### config.mk
export PLATFORM = sky130hd
export DESIGN_NAME = mac_accumulator
export DESIGN_NICKNAME = d
export VERILOG_FILES = /design/src/rtl/mac_accumulator.sv
export SDC_FILE = /design/constraint.sdc
export NUM_CORES = 1
export LEC_CHECK = 0
export ABC_CLOCK_PERIOD_IN_PS = 4000
export BUFFER_PORTS_ARGS = -buffer_cell sky130_fd_sc_hd__clkbuf_2
export CAP_MARGIN = 40
export CORE_ASPECT_RATIO = 0.8
export CORE_MARGIN = 2
export CORE_UTILIZATION = 28
export DETAILED_ROUTE_END_ITERATION = 8
export GPL_ROUTABILITY_DRIVEN = 0
export GPL_TIMING_DRIVEN = 1
export PLACE_DENSITY = 0.51
export SLEW_MARGIN = 20
export SYNTH_ARGS = -nofsm -noshare
export SYNTH_HDL_FRONTEND = slang
export SYNTH_SLANG_ARGS = --single-unit
### constraint.sdc
create_clock -name clk -period 4 [get_ports clk]
set_input_delay 0.2 -clock clk [delete_from_list [all_inputs] [get_ports clk]]
set_output_delay 0.2 -clock clk [all_outputs]
set_load 0.02 [all_outputs]
### src/rtl/mac_accumulator.sv
// Frame accumulator for the dual-product MAC: sums cfg_len unsigned terms into a
// saturating wide accumulator and presents each frame result on a registered valid/ready port.
module mac_accumulator #(
    parameter int unsigned IN_W  = 32,
    parameter int unsigned ACC_W = 40,
    parameter int unsigned LEN_W = 16
) (
    input  logic             clk,
    input  logic             rst,
    input  logic [LEN_W-1:0] cfg_len,
    input  logic [IN_W-1:0]  in_data,
    input  logic             in_valid,
    output logic             in_ready,
    output logic [ACC_W-1:0] out_data,
    output logic             out_ovf,
    output logic             out_valid,
    input  logic             out_ready,
    output logic             busy
);

    localparam int unsigned SUM_W = ACC_W + 1;

    typedef enum logic [1:0] {
        S_IDLE  = 2'd0,
        S_ACCUM = 2'd1,
        S_DONE  = 2'd2
    } state_e;

    state_e             state_q, state_d;
    logic [ACC_W-1:0]   acc_q, acc_d;
    logic [LEN_W-1:0]   cnt_q, cnt_d;
    logic [LEN_W-1:0]   len_q, len_d;
    logic               ovf_q, ovf_d;
    logic [ACC_W-1:0]   out_data_q, out_data_d;
    logic               out_ovf_q, out_ovf_d;
    logic               out_valid_q, out_valid_d;

    logic               accept;
    logic [ACC_W-1:0]   in_ext;
    logic [SUM_W-1:0]   sum;
    logic [ACC_W-1:0]   sat_acc;
    logic               sat_ovf;
    logic [LEN_W-1:0]   first_len;
    logic [LEN_W-1:0]   cnt_inc;

    assign in_ready  = (state_q != S_DONE);
    assign busy      = (state_q != S_IDLE);
    assign out_data  = out_data_q;
    assign out_ovf   = out_ovf_q;
    assign out_valid = out_valid_q;

    // Add is one bit wider than the accumulator so the carry drives saturation.
    assign accept    = in_valid && in_ready;
    assign in_ext    = ACC_W'(in_data);
    assign sum       = SUM_W'(acc_q) + SUM_W'(in_ext);
    assign sat_acc   = sum[ACC_W] ? {ACC_W{1'b1}} : sum[ACC_W-1:0];
    assign sat_ovf   = ovf_q | sum[ACC_W];
    assign first_len = (cfg_len == '0) ? LEN_W'(1) : cfg_len;
    assign cnt_inc   = cnt_q + LEN_W'(1);

    // Next-state logic; the final sum is written straight into the output register on DONE entry.
    always_comb begin
        state_d     = state_q;
        acc_d       = acc_q;
        cnt_d       = cnt_q;
        len_d       = len_q;
        ovf_d       = ovf_q;
        out_data_d  = out_data_q;
        out_ovf_d   = out_ovf_q;
        out_valid_d = out_valid_q;

        unique case (state_q)
            S_IDLE: begin
                if (accept) begin
                    acc_d = in_ext;
                    cnt_d = LEN_W'(1);
                    len_d = first_len;
                    ovf_d = 1'b0;
                    if (first_len == LEN_W'(1)) begin
                        state_d     = S_DONE;
                        out_data_d  = in_ext;
                        out_ovf_d   = 1'b0;
                        out_valid_d = 1'b1;
                    end else begin
                        state_d = S_ACCUM;
                    end
                end
            end
            S_ACCUM: begin
                if (accept) begin
                    acc_d = sat_acc;
                    ovf_d = sat_ovf;
                    cnt_d = cnt_inc;
                    if (cnt_inc == len_q) begin
                        state_d     = S_DONE;
                        out_data_d  = sat_acc;
                        out_ovf_d   = sat_ovf;
                        out_valid_d = 1'b1;
                    end
                end
            end
            S_DONE: begin
                if (out_valid_q && out_ready) begin
                    state_d     = S_IDLE;
                    out_valid_d = 1'b0;
                end
            end
            default: begin
                state_d     = S_IDLE;
                out_valid_d = 1'b0;
            end
        endcase
    end

    always_ff @(posedge clk or posedge rst) begin
        if (rst) begin
            state_q     <= S_IDLE;
            acc_q       <= '0;
            cnt_q       <= '0;
            len_q       <= '0;
            ovf_q       <= 1'b0;
            out_data_q  <= '0;
            out_ovf_q   <= 1'b0;
            out_valid_q <= 1'b0;
        end else begin
            state_q     <= state_d;
            acc_q       <= acc_d;
            cnt_q       <= cnt_d;
            len_q       <= len_d;
            ovf_q       <= ovf_d;
            out_data_q  <= out_data_d;
            out_ovf_q   <= out_ovf_d;
            out_valid_q <= out_valid_d;
        end
    end

endmodule

# Word level (Yosys, flattened, before mapping)
# Index checks and enable logic that the tools add are counted.
# op_classes
bitwise	1
n_eq_ne	10
add_sub_neg	2
n_reduce_logical	11
muxes	33
# op_table
op	n
two-way mux 40 bit	7
case mux 40 bit (2 select lines)	2
two-way mux 16 bit	3
adder 40 x 32 -> 41 bit	1
case mux 16 bit (2 select lines)	1
adder 16 x 1 -> 16 bit, second input constant	1
== test 16 x 1 -> 1 bit, second input constant	1
== test 16 bit	1
zero test 16 bit	1
!= test 2 bit, second input constant	6
two-way mux 1 bit	11
two-way mux 2 bit	5
AND reduction 5 bit	2
case mux 2 bit (3 select lines)	1
case mux 1 bit (2 select lines)	2
AND reduction 4 bit	1
nonzero test 2 bit	2
case mux 1 bit (3 select lines)	1
AND reduction 3 bit	1
== test 2 x 1 -> 1 bit, second input constant	1
== test 2 bit, second input constant	1
logical AND 1 bit	2
zero test 2 bit	1
AND reduction 2 bit	1
OR 1 bit	1
# totals
reg_bits	117
out_inout_bits	44

# Logic depth before layout (Yosys ltp)
# Gate-level depths: netlist of the first run.
# depth
depth_word	6
ltp_mapped	12
ltp_nobuf	11

# Worst setup path before layout of the first run
# OpenSTA, ideal clock, no wires.
# synth_timing
path_type	flip-flop to flip-flop
from	register acc_q[0]
to	register out_data_q[30], in the netlist out_data[30]
t_required_ns	3.880
t_arrival_ns	2.890
path_stages_with_launch	12
n_path_buf	0
slack_ns	0.989
setup_ns	0.120
path_cell_list	dfrtp_1 > ha_1 > fa_1 > a211oi_1 > o21ai_0 > o21a_1 > or2_1 > a31o_2 > a32oi_1 > nor3b_1 > mux2i_1 > a31o_2
# synth_between
elab_chain_len	5
# synth_lines
element	line	source
start: declaration	30	logic [ACC_W-1:0] acc_q, acc_d;
start signal: assignment	118	acc_q <= '0;
start signal: assignment	127	acc_q <= acc_d;
adder 40 x 32 -> 41 bit	55	assign sum = SUM_W'(acc_q) + SUM_W'(in_ext);
two-way mux 40 bit	56	assign sat_acc = sum[ACC_W] ? {ACC_W{1'b1}} : sum[ACC_W-1:0];
two-way mux 40 bit	94	if (cnt_inc == len_q) begin
two-way mux 40 bit	90	if (accept) begin
case mux 40 bit (2 select lines)	72	unique case (state_q)
end signal: assignment	131	out_data_q <= out_data_d;
end: declaration	34	logic [ACC_W-1:0] out_data_q, out_data_d;
# No other way between the ends. The select of a mux whose other input is x is not followed.
# A chain may end at the register's enable or synchronous reset.

# Worst setup path in the final report of the first run
# layout_timing
from	register acc_q[0]
to	register out_data_q[27], in the netlist out_data[27]
# The elaborated chain is that of the path after synthesis.

==> flow_summary.toml, run 1 <==
[status]
status = "finished, final reports clean"

[route]
firstDrtPassIters = 5
drcViolationCount = 0
wl_per_cell_um = 17.0
routed_wl_mm = 21.9
vias_per_cell = 5.06
vias = 6519
drt_iter0_drc = 538
ant_nets = 0

[setup_path]
start_kind = "flop"
critPathKind = "reg2reg"
end_kind = "flop"
worstPathMaxFanout = 10
critPathArrivalTime_ns = 3.89
path_buf_inv = 0
crit_required_ns = 4.31
crit_top_cell = "a21oi_1"
max_stage_delay_ns = 0.50
crit_path_top_delay_cell = "a21oi_1"
path_delay_family = "compound AO/OA/AOI/OAI gates"
path_cells = "ha_1, fa_1, a211oi_1, o21ai_0, o21a_1, o2111a_1, o21bai_1, nand2_1, a21oi_1, a21oi_1, mux2_2"

[cts]
htreeDepth = 4
clk_latency_ns = 0.43
clkSlewWorstSetupHoldPaths_ns = 0.07
cts-hold-fix-buffers = 12
clockRootBuffer = "clkbuf_16"
post_cts_resize_count = 0
clkSinkCount = 117
post-cts-setup-buffer-count = 0
cts_tree = "yes"
clockBufferDepth = 2
cts_buffers = 17

[sta]
holdWs_ns = 0.0165
setup_ws_ns = 0.416
final-max-slew-violation-count = 0
slew_headroom = 0.518
hold_viol_final = 0
finalCritPeriodShare = 0.896
rsz0062_at_grt = "false"
finClkSkew_ns = 0.0120
worstMarginPinSlew_ns = 0.722
fin_crit_ns = 3.58
tns_ns = 0
max_freq_mhz = 279
setup_violations = 0

[yosys]
syn_avg_cell_area_um2 = 9.14
netlist_instances = 818
ys_async_sr_fraction = 1.00
synth_cell_types = 62
ys_seq_elements = 117
yosysWarningCount = 0
yosysSeqAreaShare = 0.392
synth_edf_count = 0
syn_nets = 904
synth_area_mm2 = 0.00748
synth_flop_cell = "dfrtp_1"

[final_layout]
diodes = 0
drive_above_1_share = 0.226
layout_common_cells = "dfrtp_1, clkbuf_2, nand2_1"
fin_nets = 1004
final_common_cell = "dfrtp_1"
num-fill-cells = 2774
syn2layout_area_growth_pct = 21.3

[pwr]
p_total_mw = 6.36
p_leak_nw = 4.23
peakVddDrop_mv = 0.364
power_density_mw_per_mm2 = 702

[global_route]
grt_usage = 0.159
grt_pass1_vias = 6126
grt_overflow = 0
grt_max_degree = 53
antenna_found_initial = 0
grt_pass1_wl_mm = 35.2

[run]
maxCapViolCount = 0

[floorplanning]
rows = 53
ios = 96
die_x_um = 187
die_area_mm2 = 0.0280
core_mm2 = 0.0263
die_y_um = 150
floorplan.initialDensity = 0.285

[place]
preCtsSetupSlack_ns = 0.491
hpwl_mm = 15.9
io_buffers = 95

[hold_path]
hp-class = "in2reg"
[registers in the layout, summed over array words and instances, names as in the netlist]
| register | flops |
|---|---|
| acc_q | 40 |
| out_ovf | 1 |
| cnt_q | 16 |
| out_valid | 1 |
| len_q | 16 |
| ovf_q | 1 |
| out_data | 40 |
| state_q | 2 |
[where the power goes]
group / internal (mW) / leakage (nW) / switching (mW) / total (mW)
Clock: 0.882 / 0.290 / 0.663 / 1.55
Sequential: 1.53 / 1.49 / 0.283 / 1.81
Combinational: 1.33 / 2.44 / 1.67 / 3.01
[path summary, 6_finish.rpt]
kind	from	end	slack, ns	cells past startpoint
setup / recovery	acc_q[0]$_DFFE_PP0P_	out_data[27]$_DFFE_PP0P_	0.42	11
hold / removal	cfg_len[5]	len_q[5]$_DFFE_PP0P_	0.02	2
setup reg to reg	acc_q[0]$_DFFE_PP0P_	out_data[27]$_DFFE_PP0P_	0.42	11
hold reg to reg	acc_q[0]$_DFFE_PP0P_	acc_q[0]$_DFFE_PP0P_	0.48	2
max in group asynchronous	rst	out_valid$_DFFE_PP0P_	2.73	5
min in group asynchronous	rst	acc_q[21]$_DFFE_PP0P_	0.35	3
[cells by family after synthesis]
family	Yosys count	share of synthesized area
and+or+nand+nor	270	0.175
muxes	51	0.0767
adders and majority gates	34	0.0579
DFF	117	0.392
xor gates and xnor gates	51	0.0597
buffers and inverters	56	0.0328
AOI/OAI and AO/OA	239	0.206
[synth_stat cells, drive strengths merged, types with 15 or more instances]
cell type / count / share of area
clkbuf: 30 / 0.015
xor2: 24 / 0.028
a31oi: 32 / 0.027
nand2: 90 / 0.045
xnor2: 27 / 0.032
and3: 20 / 0.017
mux2: 50 / 0.075
o21ai: 52 / 0.035
nand2b: 16 / 0.013
a21o: 19 / 0.019
ha: 33 / 0.055
nor2: 68 / 0.034
nand3: 15 / 0.010
a21oi: 61 / 0.042
nand4: 18 / 0.015
dfrtp: 117 / 0.39
[through the flow]
step                      utilization  cells  instance area [um2]
after global placement          0.318   1243                 8350
final                           0.345   1288                 9070
after CTS                       0.345   1288                 9070
after detailed placement        0.319   1244                 8370
after global routing            0.345   1288                 9070
after floorplan                     -    818                 7480
[layer usage]
metal / global-route usage / routed length, um / vias up
li1: - / - / 3197
met1: 0.239 / 11400 / 3155
met2: 0.229 / 9220 / 152
met3: 0.0317 / 1020 / 15
met4: 0.0444 / 252 / 0
met5: 0 / 0 / -
[layout make-up]
type / count / area, um2 / area share
inverter: 14 / 55.1 / 0.00607
tap: 357 / 447 / 0.0492
clock buffer: 17 / 425 / 0.0469
multi-input combinational: 645 / 4320 / 0.476
timing repair buffer: 123 / 741 / 0.0817
clock inverter: 15 / 156 / 0.0172
sequential: 117 / 2930 / 0.323
Note: power is estimated with default switching activity, not from simulation.
==> run 2, diff against run 1 <==
Settings changed: ABC_CLOCK_PERIOD_IN_PS 4000 to 3900, CORE_ASPECT_RATIO 0.8 to 1.5.
Clock period 4 ns to 3.9 ns, I/O delays scaled along.
==> flow_summary.toml, run 2 (same netlist as run 1, synthesis figures left out) <==
[final_layout]
fin_nets = 1010
layout_common_cells = "dfrtp_1, clkbuf_2, nand2_1"
syn2layout_area_growth_pct = 22.5
diodes = 0
fin_util = 0.347
final_common_cell = "dfrtp_1"
drive_above_1_share = 0.226

[pwr]
p_leak_nw = 4.27
peakVddDrop_mv = 0.396
power_density_mw_per_mm2 = 727

[global_route]
antenna_found_initial = 0
grt_overflow = 0
grt_max_degree = 49
grt_usage = 0.168
grt_pass1_vias = 6764
grt_pass1_wl_mm = 36.2

[sta]
tns_ns = 0
final-max-slew-violation-count = 0
worstMarginPinSlew_ns = 0.779
finClkSkew_ns = 0.00849
max_freq_mhz = 279
setup_violations = 0
rsz0062_at_grt = "false"
slew_headroom = 0.480
fin_crit_ns = 3.59
finalCritPeriodShare = 0.920
hold_viol_final = 0

[hold_path]
hp-class = "in2reg"

[run]
maxCapViolCount = 0

[cts]
clk_latency_ns = 0.43
htreeDepth = 4
clockRootBuffer = "clkbuf_16"
clkSlewWorstSetupHoldPaths_ns = 0.06
cts_buffers = 17
cts_tree = "yes"
clkSinkCount = 117
clockBufferDepth = 2
post-cts-setup-buffer-count = 0

[route]
vias_per_cell = 5.20
wl_per_cell_um = 17.8
vias = 6626
drt_iter0_drc = 321
ant_nets = 0
drcViolationCount = 0
firstDrtPassIters = 4
routed_wl_mm = 22.7

[setup_path]
critPathKind = "reg2reg"
critPathArrivalTime_ns = 3.91
crit_required_ns = 4.22
start_kind = "flop"
worstPathMaxFanout = 10
end_kind = "flop"

[floorplanning]
die_x_um = 137
die_y_um = 204
floorplan.initialDensity = 0.283
ios = 96
die_area_mm2 = 0.0280
rows = 73
core_mm2 = 0.0264

[place]
hpwl_mm = 17.1
io_buffers = 95

[status]
status = "finished, final reports clean"
run 2: changes by cell type in the layout (fill, tap and decap cells not counted), sizes merged:
cell / change
buf: +3
dlygate4sd3: +3
bufinv: +2
clkinv: -2
clkinvlp: +2
clkbuf: +8
inv: -10
run 2: path summary, 6_finish.rpt:
kind                                                 end                  from  cells past startpoint  slack, ns
max in group asynchronous           len_q[1]$_DFFE_PP0P_                   rst                      4       2.90
worst max-delay path               acc_q[28]$_DFFE_PP0P_  acc_q[0]$_DFFE_PP0P_                     11       0.31
worst min register to register      acc_q[0]$_DFFE_PP0P_  acc_q[0]$_DFFE_PP0P_                      2       0.48
worst max register to register     acc_q[28]$_DFFE_PP0P_  acc_q[0]$_DFFE_PP0P_                     11       0.31
worst min-delay path                len_q[4]$_DFFE_PP0P_            cfg_len[4]                      2       0.03
min in group asynchronous       out_data[28]$_DFFE_PP0P_                   rst                      3       0.34
run 2: final cells by class:
cell class / instances / area [um2]
Clock inverter: 7 / 115
Fill cell: 2771 / 17200
Tap cell: 337 / 422
Sequential cell: 117 / 2930
Timing Repair Buffer: 129 / 793
Multi-Input combinational cell: 645 / 4320
Clock buffer: 25 / 526
Inverter: 14 / 55.1
run 2: stage by stage:
stage	hold slack, ns	cells	power, mW	worst slack, ns	area (um2)
final	0.0266	1274	6.66	0.310	9160
after global routing	0.0298	1274	7.15	0.0210	9160
after CTS	0.00222	1274	6.72	0.286	9160
after detailed placement	0.250	1227	4.95	0.320	8370
after global placement	0.408	1226	4.92	0.309	8350
after floorplan	0.286	818	4.17	0.604	7480
run 2: report_power, final:
| group | switching, mW | internal, mW |
|---|---|---|
| sequential | 0.299 | 1.57 |
| clock | 0.587 | 1.12 |
| combinational | 1.71 | 1.37 |
| total | 2.59 | 4.07 |
run 2: worst max-delay path: stages, from the launching register on:
cell      delay (ns)
dfrtp_1         0.37
ha_1            0.20
fa_1            0.42
a211oi_1        0.24
o21ai_0         0.22
o21a_1          0.25
o2111a_1        0.27
o21bai_1        0.17
nand2_1         0.25
a21oi_1         0.57
a21oi_1         0.19
mux2_2          0.30
run 2: routing by layer:
metal  routed length (um)  vias to the layer above  track usage  share of wire
met3                  685                       48       0.0288          0.030
met5                    0                        -            0              0
met1                 9430                     3240        0.195           0.41
met2                11900                      135        0.298           0.52
met4                  761                        0       0.0766          0.033
li1                     -                     3203            -              -
run 2: repair_timing:
action	CTS	global route
hold buffers	15	0
endpoints found under the hold margin	44	0
gates resized for setup	0	0
